**src/rtl/line_pkg.sv**
```systemverilog
// Shared definitions for the line_tx / line_rx serial pair.
package line_pkg;

   localparam logic [1:0] VERIFY_EVEN = 2'b00;
   localparam logic [1:0] VERIFY_ODD  = 2'b01;
   localparam logic [1:0] VERIFY_NONE = 2'b10;

   typedef enum logic [2:0] {
      ST_IDLE,
      ST_START,
      ST_DATA,
      ST_PARITY,
      ST_STOP
   } tx_state_t;

   // Mode 11 is reserved and behaves like "none".
   function automatic logic has_parity(input logic [1:0] mode);
      return !(mode == VERIFY_NONE || mode == 2'b11);
   endfunction

endpackage

```
**src/rtl/line_tx_if.sv**
```systemverilog
// Host-side bus of line_tx: byte write, mode/enable controls and status flags.
interface line_tx_if;
   logic [7:0] i_data;
   logic       i_wr_n;
   logic [1:0] i_verify_mode;
   logic       i_ce_n;
   logic       i_clear_int_n;
   logic       o_busy;
   logic       o_full;
   logic       o_tx_int;
   logic       o_ovr;

   modport master (
      output i_data, i_wr_n, i_verify_mode, i_ce_n, i_clear_int_n,
      input  o_busy, o_full, o_tx_int, o_ovr
   );

   modport slave (
      input  i_data, i_wr_n, i_verify_mode, i_ce_n, i_clear_int_n,
      output o_busy, o_full, o_tx_int, o_ovr
   );
endinterface

```
**src/rtl/line_tx_hold.sv**
```systemverilog
// One-deep holding register: write acceptance, full flag and sticky overrun.
module line_tx_hold (
   input  logic       i_clk,
   input  logic       i_rst_n,
   input  logic       i_wr_n,
   input  logic [7:0] i_data,
   input  logic       i_drain,
   input  logic       i_clear_int_n,
   output logic       o_full,
   output logic       o_ovr,
   output logic [7:0] o_hr
);
   logic       r_full;
   logic       r_ovr;
   logic [7:0] r_hr;
   logic       w_accept;

   // A write landing on the draining cycle refills the register, so full stays set.
   assign w_accept = ~i_wr_n & (~r_full | i_drain);

   always_ff @(posedge i_clk or negedge i_rst_n) begin
      if (!i_rst_n) begin
         r_full <= 1'b0;
         r_ovr  <= 1'b0;
         r_hr   <= 8'h00;
      end else begin
         if (w_accept) begin
            r_hr   <= i_data;
            r_full <= 1'b1;
         end else if (i_drain) begin
            r_full <= 1'b0;
         end
         if (~i_wr_n & r_full & ~i_drain) r_ovr <= 1'b1;
         else if (!i_clear_int_n)         r_ovr <= 1'b0;
      end
   end

   assign o_full = r_full;
   assign o_ovr  = r_ovr;
   assign o_hr   = r_hr;
endmodule

```
**src/rtl/line_tx.sv**
```systemverilog
// Serial line transmitter: start, 8 data bits LSB first, optional parity, stop bit(s).
module line_tx
   import line_pkg::*;
#(
   parameter int STOP_BITS = 1
) (
   input  logic     i_clk,
   input  logic     i_rst_n,
   input  logic     i_clk_tx,
   line_tx_if.slave bus,
   output logic     o_tx_data
);
   tx_state_t  r_state;
   logic [7:0] r_shift;
   logic [2:0] r_cnt;
   logic [1:0] r_mode;
   logic       r_stop_cnt;
   logic       r_tx;
   logic       r_int;

   logic       w_qt;
   logic       w_last_stop;
   logic       w_drain;
   logic       w_full;
   logic       w_ovr;
   logic [7:0] w_hr;

   assign w_qt        = i_clk_tx & ~bus.i_ce_n;
   assign w_last_stop = (r_state == ST_STOP) && (r_stop_cnt == 1'(STOP_BITS - 1));
   assign w_drain     = w_qt & w_full & ((r_state == ST_IDLE) | w_last_stop);

   line_tx_hold u_hold (
      .i_clk         (i_clk),
      .i_rst_n       (i_rst_n),
      .i_wr_n        (bus.i_wr_n),
      .i_data        (bus.i_data),
      .i_drain       (w_drain),
      .i_clear_int_n (bus.i_clear_int_n),
      .o_full        (w_full),
      .o_ovr         (w_ovr),
      .o_hr          (w_hr)
   );

   always_ff @(posedge i_clk or negedge i_rst_n) begin
      if (!i_rst_n) begin
         r_state    <= ST_IDLE;
         r_shift    <= 8'h00;
         r_cnt      <= 3'd0;
         r_mode     <= VERIFY_NONE;
         r_stop_cnt <= 1'b0;
         r_tx       <= 1'b1;
         r_int      <= 1'b0;
      end else begin
         if (w_qt) begin
            case (r_state)
               ST_IDLE: begin
                  if (w_full) begin
                     r_shift <= w_hr;
                     r_mode  <= bus.i_verify_mode;
                     r_tx    <= 1'b0;
                     r_state <= ST_START;
                  end
               end
               ST_START: begin
                  r_tx    <= r_shift[0];
                  r_cnt   <= 3'd0;
                  r_state <= ST_DATA;
               end
               ST_DATA: begin
                  if (r_cnt != 3'd7) begin
                     r_cnt <= r_cnt + 3'd1;
                     r_tx  <= r_shift[r_cnt + 3'd1];
                  end else if (has_parity(r_mode)) begin
                     r_tx    <= (^r_shift) ^ (r_mode == VERIFY_ODD);
                     r_state <= ST_PARITY;
                  end else begin
                     r_tx       <= 1'b1;
                     r_stop_cnt <= 1'b0;
                     r_state    <= ST_STOP;
                  end
               end
               ST_PARITY: begin
                  r_tx       <= 1'b1;
                  r_stop_cnt <= 1'b0;
                  r_state    <= ST_STOP;
               end
               ST_STOP: begin
                  if (w_last_stop) begin
                     // Pending byte starts on this same tick: no idle gap.
                     if (w_full) begin
                        r_shift <= w_hr;
                        r_mode  <= bus.i_verify_mode;
                        r_tx    <= 1'b0;
                        r_state <= ST_START;
                     end else begin
                        r_tx    <= 1'b1;
                        r_state <= ST_IDLE;
                     end
                  end else begin
                     r_stop_cnt <= r_stop_cnt + 1'b1;
                  end
               end
               default: r_state <= ST_IDLE;
            endcase
         end
         if (w_qt && w_last_stop)     r_int <= 1'b1;
         else if (!bus.i_clear_int_n) r_int <= 1'b0;
      end
   end

   assign o_tx_data    = r_tx;
   assign bus.o_busy   = (r_state != ST_IDLE) | w_full;
   assign bus.o_full   = w_full;
   assign bus.o_tx_int = r_int;
   assign bus.o_ovr    = w_ovr;
endmodule

```
**src/flat_wrapper.sv**
```systemverilog
// flat-port wrapper written by rule: the top's interface ports become plain ports
module line_tx_flat import line_pkg::*;
#(
   parameter int STOP_BITS = 1
)
  (i_clk, i_rst_n, i_clk_tx, o_tx_data, bus_i_data, bus_i_wr_n, bus_i_verify_mode, bus_i_ce_n, bus_i_clear_int_n, bus_o_busy, bus_o_full, bus_o_tx_int, bus_o_ovr);
  line_tx_if bus_i ();
  input  logic i_clk;
  input  logic i_rst_n;
  input  logic i_clk_tx;
  output logic o_tx_data;
  input wire logic [$bits(bus_i.i_data)-1:0] bus_i_data;
  input wire logic [$bits(bus_i.i_wr_n)-1:0] bus_i_wr_n;
  input wire logic [$bits(bus_i.i_verify_mode)-1:0] bus_i_verify_mode;
  input wire logic [$bits(bus_i.i_ce_n)-1:0] bus_i_ce_n;
  input wire logic [$bits(bus_i.i_clear_int_n)-1:0] bus_i_clear_int_n;
  output wire logic [$bits(bus_i.o_busy)-1:0] bus_o_busy;
  output wire logic [$bits(bus_i.o_full)-1:0] bus_o_full;
  output wire logic [$bits(bus_i.o_tx_int)-1:0] bus_o_tx_int;
  output wire logic [$bits(bus_i.o_ovr)-1:0] bus_o_ovr;
  assign bus_i.i_data = bus_i_data;
  assign bus_i.i_wr_n = bus_i_wr_n;
  assign bus_i.i_verify_mode = bus_i_verify_mode;
  assign bus_i.i_ce_n = bus_i_ce_n;
  assign bus_i.i_clear_int_n = bus_i_clear_int_n;
  assign bus_o_busy = bus_i.o_busy;
  assign bus_o_full = bus_i.o_full;
  assign bus_o_tx_int = bus_i.o_tx_int;
  assign bus_o_ovr = bus_i.o_ovr;
  line_tx #(.STOP_BITS(STOP_BITS)) u_core (.i_clk(i_clk), .i_rst_n(i_rst_n), .i_clk_tx(i_clk_tx), .bus(bus_i), .o_tx_data(o_tx_data));
endmodule
```
**config.mk**
```make
export PLATFORM = sky130hd
export DESIGN_NAME = line_tx_flat
export DESIGN_NICKNAME = d
export VERILOG_FILES = /design/src/rtl/line_pkg.sv /design/src/rtl/line_tx_if.sv /design/src/rtl/line_tx_hold.sv /design/src/rtl/line_tx.sv /design/src/flat_wrapper.sv
export SDC_FILE = /design/constraint.sdc
export NUM_CORES = 1
export LEC_CHECK = 0
export ABC_AREA = 1
export BUFFER_PORTS_ARGS = -buffer_cell sky130_fd_sc_hd__buf_2
export CORE_ASPECT_RATIO = 1.25
export CORE_MARGIN = 2
export CORE_UTILIZATION = 42
export CTS_BUF_LIST = sky130_fd_sc_hd__clkbuf_4 sky130_fd_sc_hd__clkbuf_8
export DETAILED_ROUTE_END_ITERATION = 8
export SYNTH_ARGS = -nofsm -noshare
export SYNTH_HDL_FRONTEND = slang
export SYNTH_SLANG_ARGS = --single-unit
```
**constraint.sdc**
```tcl
create_clock -name i_clk -period 1.2 [get_ports i_clk]
set_input_delay 0.18 -clock i_clk [delete_from_list [all_inputs] [get_ports i_clk]]
set_output_delay 0.18 -clock i_clk [all_outputs]
set_load 0.05 [all_outputs]
```
==> results.json, run 1 <==
{
  "ys_ff_latch": 29,
  "hp-class": "input pin to flop",
  "async_flop_share_pct": 100,
  "synth-edff-count": 0,
  "pre_cts_slack_ps": -277,
  "crit_slowest_cell": "dfrtp_1",
  "wire_per_inst_um": 13.2,
  "syn_inst": 204,
  "p_leak_nw": 1.22,
  "cts.path.max_buffers": 2,
  "rsz0062_at_grt": "yes",
  "tns_ps": -6710,
  "clock_latency_ps": 290,
  "post-route-period-util_pct": 126,
  "yosysMostFrequentCell": "nand2_1",
  "ir_worst_vdd_uv": 1760,
  "hold_depth": 2,
  "antenna_found_initial": 0,
  "overflow": 0,
  "ff2ff_path_depth": 10,
  "clkPwrFrac_pct": 18.4,
  "htree_levels": 2,
  "grt_max_degree": 20,
  "ant_nets": 0,
  "reg2reg_setup_slack_ps": -280,
  "violations": "negative setup slack",
  "synth_area_leaders": "dfrtp_1 (43%), nand2_1 (19%), o21ai_0 (7.1%)",
  "swShare_pct": 41.0,
  "syn-cell-area_mm2": 0.00156,
  "core_area_mm2": 0.00351,
  "finalHoldViolations": 0,
  "drv_slew": 0,
  "ys.flop_type": "dfrtp_1",
  "num_antenna_cells": 0,
  "nNetsFinal": 286,
  "rows": 24,
  "holdCritStartpoint": "bus_i_wr_n",
  "n_fill_cell": 296,
  "drive_gt1_share_pct": 43.1,
  "crit_path_start_kind": "flop",
  "p_comb_share_pct": 51.5,
  "worst_pin_slew_ps": 410,
  "skew_ps": 4.46,
  "ys_top_cells_by_count": "nand2_1 (78), dfrtp_1 (27), inv_1 (23)",
  "cts_tree": "yes",
  "avgSynthCellArea_um2": 7.64,
  "status": "finished, violations left",
  "viasPerCell": 4.98,
  "setup_slack_ps": -312,
  "critPathArrivalTime_ps": 1330,
  "grt_pass1_vias": 1460,
  "syn2layout_area_growth_pct": 52.6,
  "rr_startpoint": "u_core.r_state[1]",
  "hpwl_mm": 2.63,
  "power_density_mw_per_mm2": 2460,
  "seq_power_share_pct": 30.1,
  "p_sw_mw": 2.40,
  "cp.required_ps": 1020,
  "finalSetupViolations": 29,
  "path_class": "flop to primary output",
  "drtIter0Drc": 43,
  "regArea_um2": 729,
  "syn_nets": 222,
  "synth_cell_types": 25,
  "dpl_cell_area_mm2": 0.00194,
  "crit_path_max_incr_delay_ps": 420,
  "reg2reg_to": "u_core.u_hold.o_hr[0]",
  "drv_cap": 0,
  "utilization_pct": 67.7,
  "min_to": "u_core.u_hold.o_full",
  "cts.sinks": 29,
  "internal-power_mw": 3.45,
  "numCtsBuffers": 5,
  "grt_pass1_wl_mm": 6.18,
  "groute.usage.overall_pct": 19.6,
  "cts_root_buf": "clkbuf_8",
  "ys_seq_area_share_pct": 46.7,
  "path_cells": "nor2_4 -> buf_4 -> buf_6 -> nand3_4 -> buf_8",
  "stdcell_area_mm2": 0.00238,
  "clkSlewWorstSetupHoldPaths_ps": 70,
  "critical_path_buf_inv_count": 3,
  "fmax_mhz": 662,
  "die_area_mm2": 0.00422,
  "vias": 1534,
  "period_minus_slack_ps": 1510,
  "initial_core_util_pct": 44.4,
  "cp_max_fo": 3,
  "dieHeight_um": 72.1,
  "max_slew_margin_pct": 72.5,
  "die_w_um": 58.5,
  "yosysWarnings": 0,
  "yosysTopAreaCell": "dfrtp_1",
  "port_buffers": 20,
  "drtPass1Iterations": 4,
  "num_io_pins": 21,
  "end_kind": "primary output",
  "drc": 0,
  "globalplace.congestion": 0.794,
  "yosys.area.top_type_share_pct": 43.3,
  "cp_top_family": "flip-flops",
  "wirelength_mm": 4.05,
  "multi_input_area_um2": 883
}
==> cell type report <==
class | count | share of cell area (%)
repair buffers | 57 | 19.0
inverters | 27 | 4.78
well taps | 39 | 2.05
clock buffers | 6 | 3.47
multi-input cells | 145 | 37.1
flip-flops and latches | 29 | 30.7
clock inverters | 2 | 1.58
repair inverters | 3 | 1.31
==> power by group through the flow <==
| stage | registers (mW) | logic (mW) | clock network, mW |
|---|---|---|---|
| detailed placement | 1.70 | 2.41 | 0 |
| global route | 1.81 | 3.37 | 1.14 |
| finish | 1.77 | 3.01 | 1.08 |
| floorplan | 1.77 | 1.48 | 0 |
| global placement | 1.68 | 2.36 | 0 |
| CTS | 1.71 | 2.68 | 1.10 |
==> state kept, by name, indices dropped and copies added, names as in the netlist <==
name	cells
u_core.r_shift	8
u_core.u_hold.o_hr	8
u_core.r_cnt	3
u_core.r_state	3
u_core.r_mode	2
u_core.bus.o_tx_int	1
u_core.o_tx_data	1
u_core.r_stop_cnt	1
u_core.u_hold.o_full	1
u_core.u_hold.o_ovr	1
==> layout by cell type (no fill, tap or decap), drive strengths merged <==
master       instances
a211oi               1
a21oi                3
a22o                 1
a31oi                1
buf                 56
bufinv               1
clkbuf               6
clkinv               2
clkinvlp             1
dfrtp               27
dfstp                2
dlygate4sd3          1
ha                   2
inv                 28
nand2               82
nand3               21
nand4                1
nor2                 8
o211ai               2
o21a                 1
o21ai               22
==> how the worst max path moves through the flow <==
stage | start | cells past startpoint | end | slack [ps]
6_report | u_core.r_state[1] | 5 | bus_o_busy | -310
5_1_grt | u_core.r_state[1] | 10 | u_core.u_hold.o_hr[0] | -390
4_1_cts | u_core.r_state[0] | 4 | bus_o_busy | -240
2_1_floorplan | u_core.u_hold.o_full | 6 | u_core.r_state[0] | -220
3_5_place_dp | u_core.r_state[1] | 10 | u_core.u_hold.o_hr[3] | -280
3_3_place_gp | u_core.r_state[0] | 10 | u_core.u_hold.o_hr[4] | -200
==> repair_timing <==
item	in CTS	in global routing
setup endpoints to repair	31	32
resized for setup	31	37
hold buffers	1	0
pin swaps	5	18
buffers inserted	3	6
endpoints found under the hold margin	10	0
gates cloned	0	3
==> routing by layer <==
layer  vias up  part of all wire, %  global-route usage (%)
met1       715                   40                    23.3
met4         0                  2.8                    10.1
met5         -                    0                       0
met2        31                   54                    32.3
li1        778                    -                       -
met3        10                  3.3                    4.81
==> cell families after synthesis <==
logic type / share of synthesized area [%]
AO/OA/AOI/OAI: 11.7
adder cells (fa/ha/maj): 1.60
AND/OR/NAND/NOR: 31.5
flip-flops: 46.7
buffers and inverters: 8.43
==> per-stage QoR <==
step / cells / total power, mW / hold WS, ps
after floorplan: 204 / 3.25 / -116
after global placement: 288 / 4.04 / 100
after detailed placement: 288 / 4.10 / 104
after CTS: 300 / 5.49 / 68.2
after global routing: 308 / 6.32 / 92.8
final: 308 / 5.86 / 82.5
Power figures use the tool's default switching activity.
==> run 2, diff against run 1 <==
Settings changed: CORE_ASPECT_RATIO 1.25 to 0.5.
Clock period 1.2 ns to 1.7 ns, I/O delays scaled along.
==> run 2 against run 1 <==
The run ends with negative hold slack left. Clock power fell by 29%. Global-route usage is 1.1 points lower. First-iteration DRC count rose by 84%. Clock skew up 6.1 ps. Die area up 0.62%. Sequential share of layout area is 9.1 points higher. Wire length is 15% lower. Register-to-register slack improved by 420 ps. Final cell count is 8.8% lower. Design area fell by 23%. Critical endpoint is now u_core.u_hold.o_hr[2]. Highest routed layer unchanged.
==> results.json, run 2 (same netlist as run 1, synthesis figures left out) <==
{
  "die_w_um": 90.2,
  "cp_max_fo": 11,
  "rows": 15,
  "wire_per_inst_um": 12.2,
  "final_cell_mix": "nand2_1 (78), dfrtp_1 (26), inv_1 (23)",
  "grt_pass1_wl_mm": 5.73,
  "antenna_found_initial": 0,
  "globalplace.congestion": 0.812,
  "worst_pin_slew_ps": 648,
  "syn2layout_area_growth_pct": 17.7,
  "drive_gt1_share_pct": 20.4,
  "clkSlewWorstSetupHoldPaths_ps": 70,
  "overflow": 0,
  "max_slew_margin_pct": 56.8,
  "p_leak_nw": 0.939,
  "power_density_mw_per_mm2": 1820,
  "htree_levels": 2,
  "cts.sinks": 29,
  "finalHoldViolations": 13,
  "drc": 0,
  "drv_slew": 0,
  "dieHeight_um": 47.1,
  "crit_path_start_kind": "flop",
  "cts_root_buf": "clkbuf_8",
  "dpl_cell_area_mm2": 0.00171,
  "utilization_pct": 52.5,
  "core_area_mm2": 0.00349,
  "cts_tree": "yes",
  "tns_ps": 0,
  "stdcell_area_mm2": 0.00183,
  "period_minus_slack_ps": 1560,
  "path_class": "flop to flop",
  "viasPerCell": 4.81,
  "grt_max_degree": 30,
  "drtPass1Iterations": 4,
  "fmax_mhz": 642,
  "ir_worst_vdd_uv": 706,
  "groute.usage.overall_pct": 18.5,
  "rsz0062_at_grt": "no",
  "initial_core_util_pct": 44.7,
  "vias": 1351,
  "drtIter0Drc": 79,
  "clock_latency_ps": 290,
  "setup_slack_ps": 143,
  "cts-hold-fix-buffers": 0,
  "end_kind": "flop",
  "cp.required_ps": 1880,
  "finalSetupViolations": 0,
  "drv_cap": 0,
  "hp-class": "input pin to async pin",
  "die_area_mm2": 0.00424,
  "fin_hold_ws_ps": -8.98,
  "num_io_pins": 21,
  "pre_cts_slack_ps": 66.5,
  "violations": "negative hold slack",
  "skew_ps": 10.6,
  "num_antenna_cells": 0,
  "layout_commonest_cell": "nand2_1",
  "nNetsFinal": 247,
  "grt_pass1_vias": 1236,
  "hpwl_mm": 2.57,
  "port_buffers": 20,
  "post-route-period-util_pct": 91.6,
  "ant_nets": 0,
  "numCtsBuffers": 5,
  "critPathArrivalTime_ps": 1730,
  "status": "finished, violations left",
  "cts.path.max_buffers": 2,
  "wirelength_mm": 3.42
}
run 2: changes by cell type in the layout (fill, tap and decap cells not counted), moves of 5 or more:
cell / before / now
buf_4: 26 / 1
buf_6: 10 / 0
nand2_1: 62 / 78
nand2_2: 12 / 3
nand2_4: 6 / 1
nand3_1: 13 / 18
o21ai_0: 4 / 22
o21ai_1: 13 / 0
o21ai_2: 5 / 0
run 2: per-layer routing:
layer / global-route usage, % / wire [µm]
met5: 0 / 0
met4: 8.31 / 34
met3: 5.94 / 168
met2: 29.0 / 1450
met1: 24.3 / 1770
run 2: layout make-up:
class | instances | area (µm²)
Clock inverter | 1 | 30.0
Multi-Input combinational cell | 145 | 709
Inverter | 27 | 104
Clock buffer | 7 | 90.1
Timing Repair Buffer | 21 | 108
Tap cell | 51 | 63.8
Fill cell | 350 | 1660
Sequential cell | 29 | 729
run 2: path summary, 6_finish.rpt:
path	start	endpoint	slack [ps]	cells past startpoint
worst max-delay path	u_core.r_state[1]	u_core.u_hold.o_hr[2]	140	10
worst min-delay path	i_rst_n	u_core.r_stop_cnt	-9	1
worst max register to register	u_core.r_state[1]	u_core.u_hold.o_hr[2]	140	10
worst min register to register	u_core.o_tx_data	u_core.o_tx_data	470	2
max in group asynchronous	i_rst_n	u_core.u_hold.o_full	1250	1
min in group i_clk	bus_i_wr_n	u_core.u_hold.o_full	150	2
run 2: worst max-delay path: stages, from the launching register on:
cell and delay (ps):
dfrtp_1 470, nor2_4 160, nand2_2 70, nor2_2 120, inv_2 60, nand2_2 70, nand3_4 90, nand2_4 150
nand2_2 130, nand2_1 80, nand2_1 40
run 2: through the flow:
step / total power [mW] / cells
2_1_floorplan: 2.25 / 204
3_3_place_gp: 2.53 / 273
3_5_place_dp: 2.58 / 273
4_1_cts: 3.36 / 281
5_1_grt: 3.64 / 281
6_report: 3.34 / 281
run 2: power breakdown:
group	total, mW	internal (mW)	switching [mW]
Combinational	1.36	0.465	0.893
Sequential	1.21	0.981	0.233
Clock	0.765	0.493	0.272
run 2: what timing repair did:
item,4_1_cts,5_1_grt
buffers inserted,0,0
endpoints found under the hold margin,0,0
setup endpoints to repair,0,8
resized for setup,0,1
==> run 3, diff against run 2 <==
Settings changed: CORE_ASPECT_RATIO 0.5 to 1.1, SYNTH_HIERARCHICAL from default to 1.
==> run 3 against run 2 <==
The flow now finishes without violations. Sequential share of layout area grew 0.38 points. Synthesized cell count shrank 4.9%. Largest power group unchanged. Clock skew shrank 7.8 ps. Total power shrank 5.7%. Critical endpoint is now bus_o_busy. Clock power shrank 18%. Via count shrank 4.8%. Combinational power is essentially flat.
==> results.json, run 3 <==
{
  "yosysMostFrequentCell": "nand2_1",
  "cts_tree": "yes",
  "drive_gt1_share_pct": 22.0,
  "cp.required_ps": 1440,
  "skew_ps": 2.75,
  "hpwl_mm": 2.17,
  "async_flop_share_pct": 100,
  "vias": 1286,
  "end_kind": "primary output",
  "yosysWarnings": 6,
  "overflow": 0,
  "cp_max_fo": 4,
  "num_antenna_cells": 0,
  "antenna_found_initial": 0,
  "synth-edff-count": 0,
  "post-route-period-util_pct": 92.5,
  "ir_worst_vdd_uv": 784,
  "grt_pass1_wl_mm": 5.17,
  "synth_area_leaders": "dfrtp_1 (44%), nand2_1 (16%), inv_1 (6.6%)",
  "syn_inst": 194,
  "p_sw_mw": 1.32,
  "layout_commonest_cell": "nand2_1",
  "path_class": "flop to primary output",
  "drv_slew": 0,
  "ys_seq_area_share_pct": 47.1,
  "globalplace.congestion": 0.853,
  "core_area_mm2": 0.00360,
  "yosysTopAreaCell": "dfrtp_1",
  "fin_hold_ws_ps": 174,
  "critPathArrivalTime_ps": 1320,
  "clkSlewWorstSetupHoldPaths_ps": 60,
  "ys_top_cells_by_count": "nand2_1 (64), dfrtp_1 (27), inv_1 (27)",
  "clkPwrFrac_pct": 19.9,
  "placed_cells": 264,
  "n_fill_cell": 376,
  "finalHoldViolations": 0,
  "drc": 0,
  "grt_max_degree": 30,
  "worst_pin_slew_ps": 366,
  "internal-power_mw": 1.83,
  "syn-cell-area_mm2": 0.00155,
  "syn_nets": 212,
  "seq_power_share_pct": 37.5,
  "p_leak_nw": 0.936,
  "groute.usage.overall_pct": 17.2,
  "finalNonFillerCells": 273,
  "tns_ps": 0,
  "htree_levels": 2,
  "nNetsFinal": 240,
  "initial_core_util_pct": 43.0,
  "multi_input_area_um2": 674,
  "die_area_mm2": 0.00418,
  "rows": 23,
  "ys.flop_type": "dfrtp_1",
  "grt_pass1_vias": 1203,
  "fmax_mhz": 636,
  "cts_root_buf": "clkbuf_8",
  "power_density_mw_per_mm2": 1730,
  "cts.sinks": 29,
  "status": "finished, final reports clean",
  "max_slew_margin_pct": 75.6,
  "dieHeight_um": 67.6,
  "syn2layout_area_growth_pct": 17.5,
  "viasPerCell": 4.71,
  "num_io_pins": 21,
  "port_buffers": 20,
  "power_mw": 3.15,
  "wire_per_inst_um": 10.8,
  "avgSynthCellArea_um2": 7.97,
  "yosys.area.top_type_share_pct": 43.7,
  "p_comb_share_pct": 42.6,
  "final_cell_mix": "nand2_1 (64), inv_1 (27), dfrtp_1 (26)",
  "regArea_um2": 729,
  "drv_cap": 0,
  "crit_path_start_kind": "flop",
  "ant_nets": 0,
  "die_w_um": 61.9,
  "cts.path.max_buffers": 2,
  "clock_latency_ps": 280,
  "drtIter0Drc": 42,
  "drtPass1Iterations": 4,
  "cts-resized-gates": 0,
  "finalSetupViolations": 0,
  "ys_ff_latch": 29,
  "numCtsBuffers": 5,
  "synth_cell_types": 28,
  "rsz0062_at_grt": "no",
  "hp-class": "input pin to flop",
  "wirelength_mm": 2.94,
  "swShare_pct": 41.8,
  "period_minus_slack_ps": 1570
}
[run 3: changes by cell type in the layout (fill, tap and decap cells not counted), sizes merged, moves of 2 or more]
cell	before	now
o21ai	22	20
inv	26	31
nand3	21	19
nand2	82	67
o22ai	0	2
buf	21	23
a21oi	3	6
[run 3: logic make-up after synthesis]
kind of cell / synth area share (%)
and+or+nand+nor: 27.2
buffers and inverters: 9.30
AOI/OAI and AO/OA: 13.3
DFF: 47.1
adders and majority gates: 1.62
xor gates and xnor gates: 0.566
muxes: 0.971
[run 3: through the flow]
step | worst slack [ps] | instance area (µm²) | util, %
floorplan | 5.59 | 1550 | -
global placement | 218 | 1710 | 47.4
detailed placement | 159 | 1710 | 47.4
CTS | 112 | 1820 | 50.5
global route | 68.4 | 1820 | 50.5
finish | 127 | 1820 | 50.5
[run 3: path summary, 6_finish.rpt]
check,from,to,slack [ps],depth (start not counted)
max in group asynchronous,i_rst_n,u_core/o_tx_data,880,3
worst min register to register,u_core/o_tx_data,u_core/o_tx_data,460,2
worst min-delay path,bus_i_wr_n,u_core/u_hold/o_full,170,2
worst max-delay path,u_core/r_state[0],bus_o_busy,130,3
worst max register to register,u_core/r_state[0],u_core/r_shift[6],160,5
min in group asynchronous,i_rst_n,u_core/bus.o_tx_int,510,3
[run 3: critical path, stage by stage, from the launching register on]
cell      delay, ps
dfrtp_1         420
nor2_2          210
nand3b_1        170
buf_2           250
[run 3: timing repair]
action,in CTS,in global routing
hold endpoints to repair,27,0
buffers inserted,0,0
hold buffers,1,0
[run 3: layer usage]
metal  up-vias  GRT usage [%]  share of wire (%)  wire [µm]
li1        673              -                  -          -
met3         4           5.56                4.0        118
met2        23           26.4                 46       1340
met1       586           21.1                 49       1430
met4         0           9.04                1.6         48
met5         -              0                  0          0
[run 3: area by class of cell]
class | count | area share, %
Sequential cell | 29 | 40.2
Tap cell | 50 | 3.44
Clock inverter | 1 | 0.275
Clock buffer | 7 | 5.30
Multi-Input combinational cell | 131 | 37.1
Timing Repair Buffer | 24 | 7.30
Inverter | 31 | 6.40
[run 3: power groups by stage]
| stage | clock network (mW) | registers, mW | logic (mW) |
|---|---|---|---|
| after floorplan | 0 | 1.25 | 1.00 |
| final | 0.627 | 1.18 | 1.34 |
| after CTS | 0.652 | 1.18 | 1.36 |
| after detailed placement | 0 | 1.20 | 1.35 |
| after global placement | 0 | 1.19 | 1.34 |
| after global routing | 0.681 | 1.22 | 1.55 |
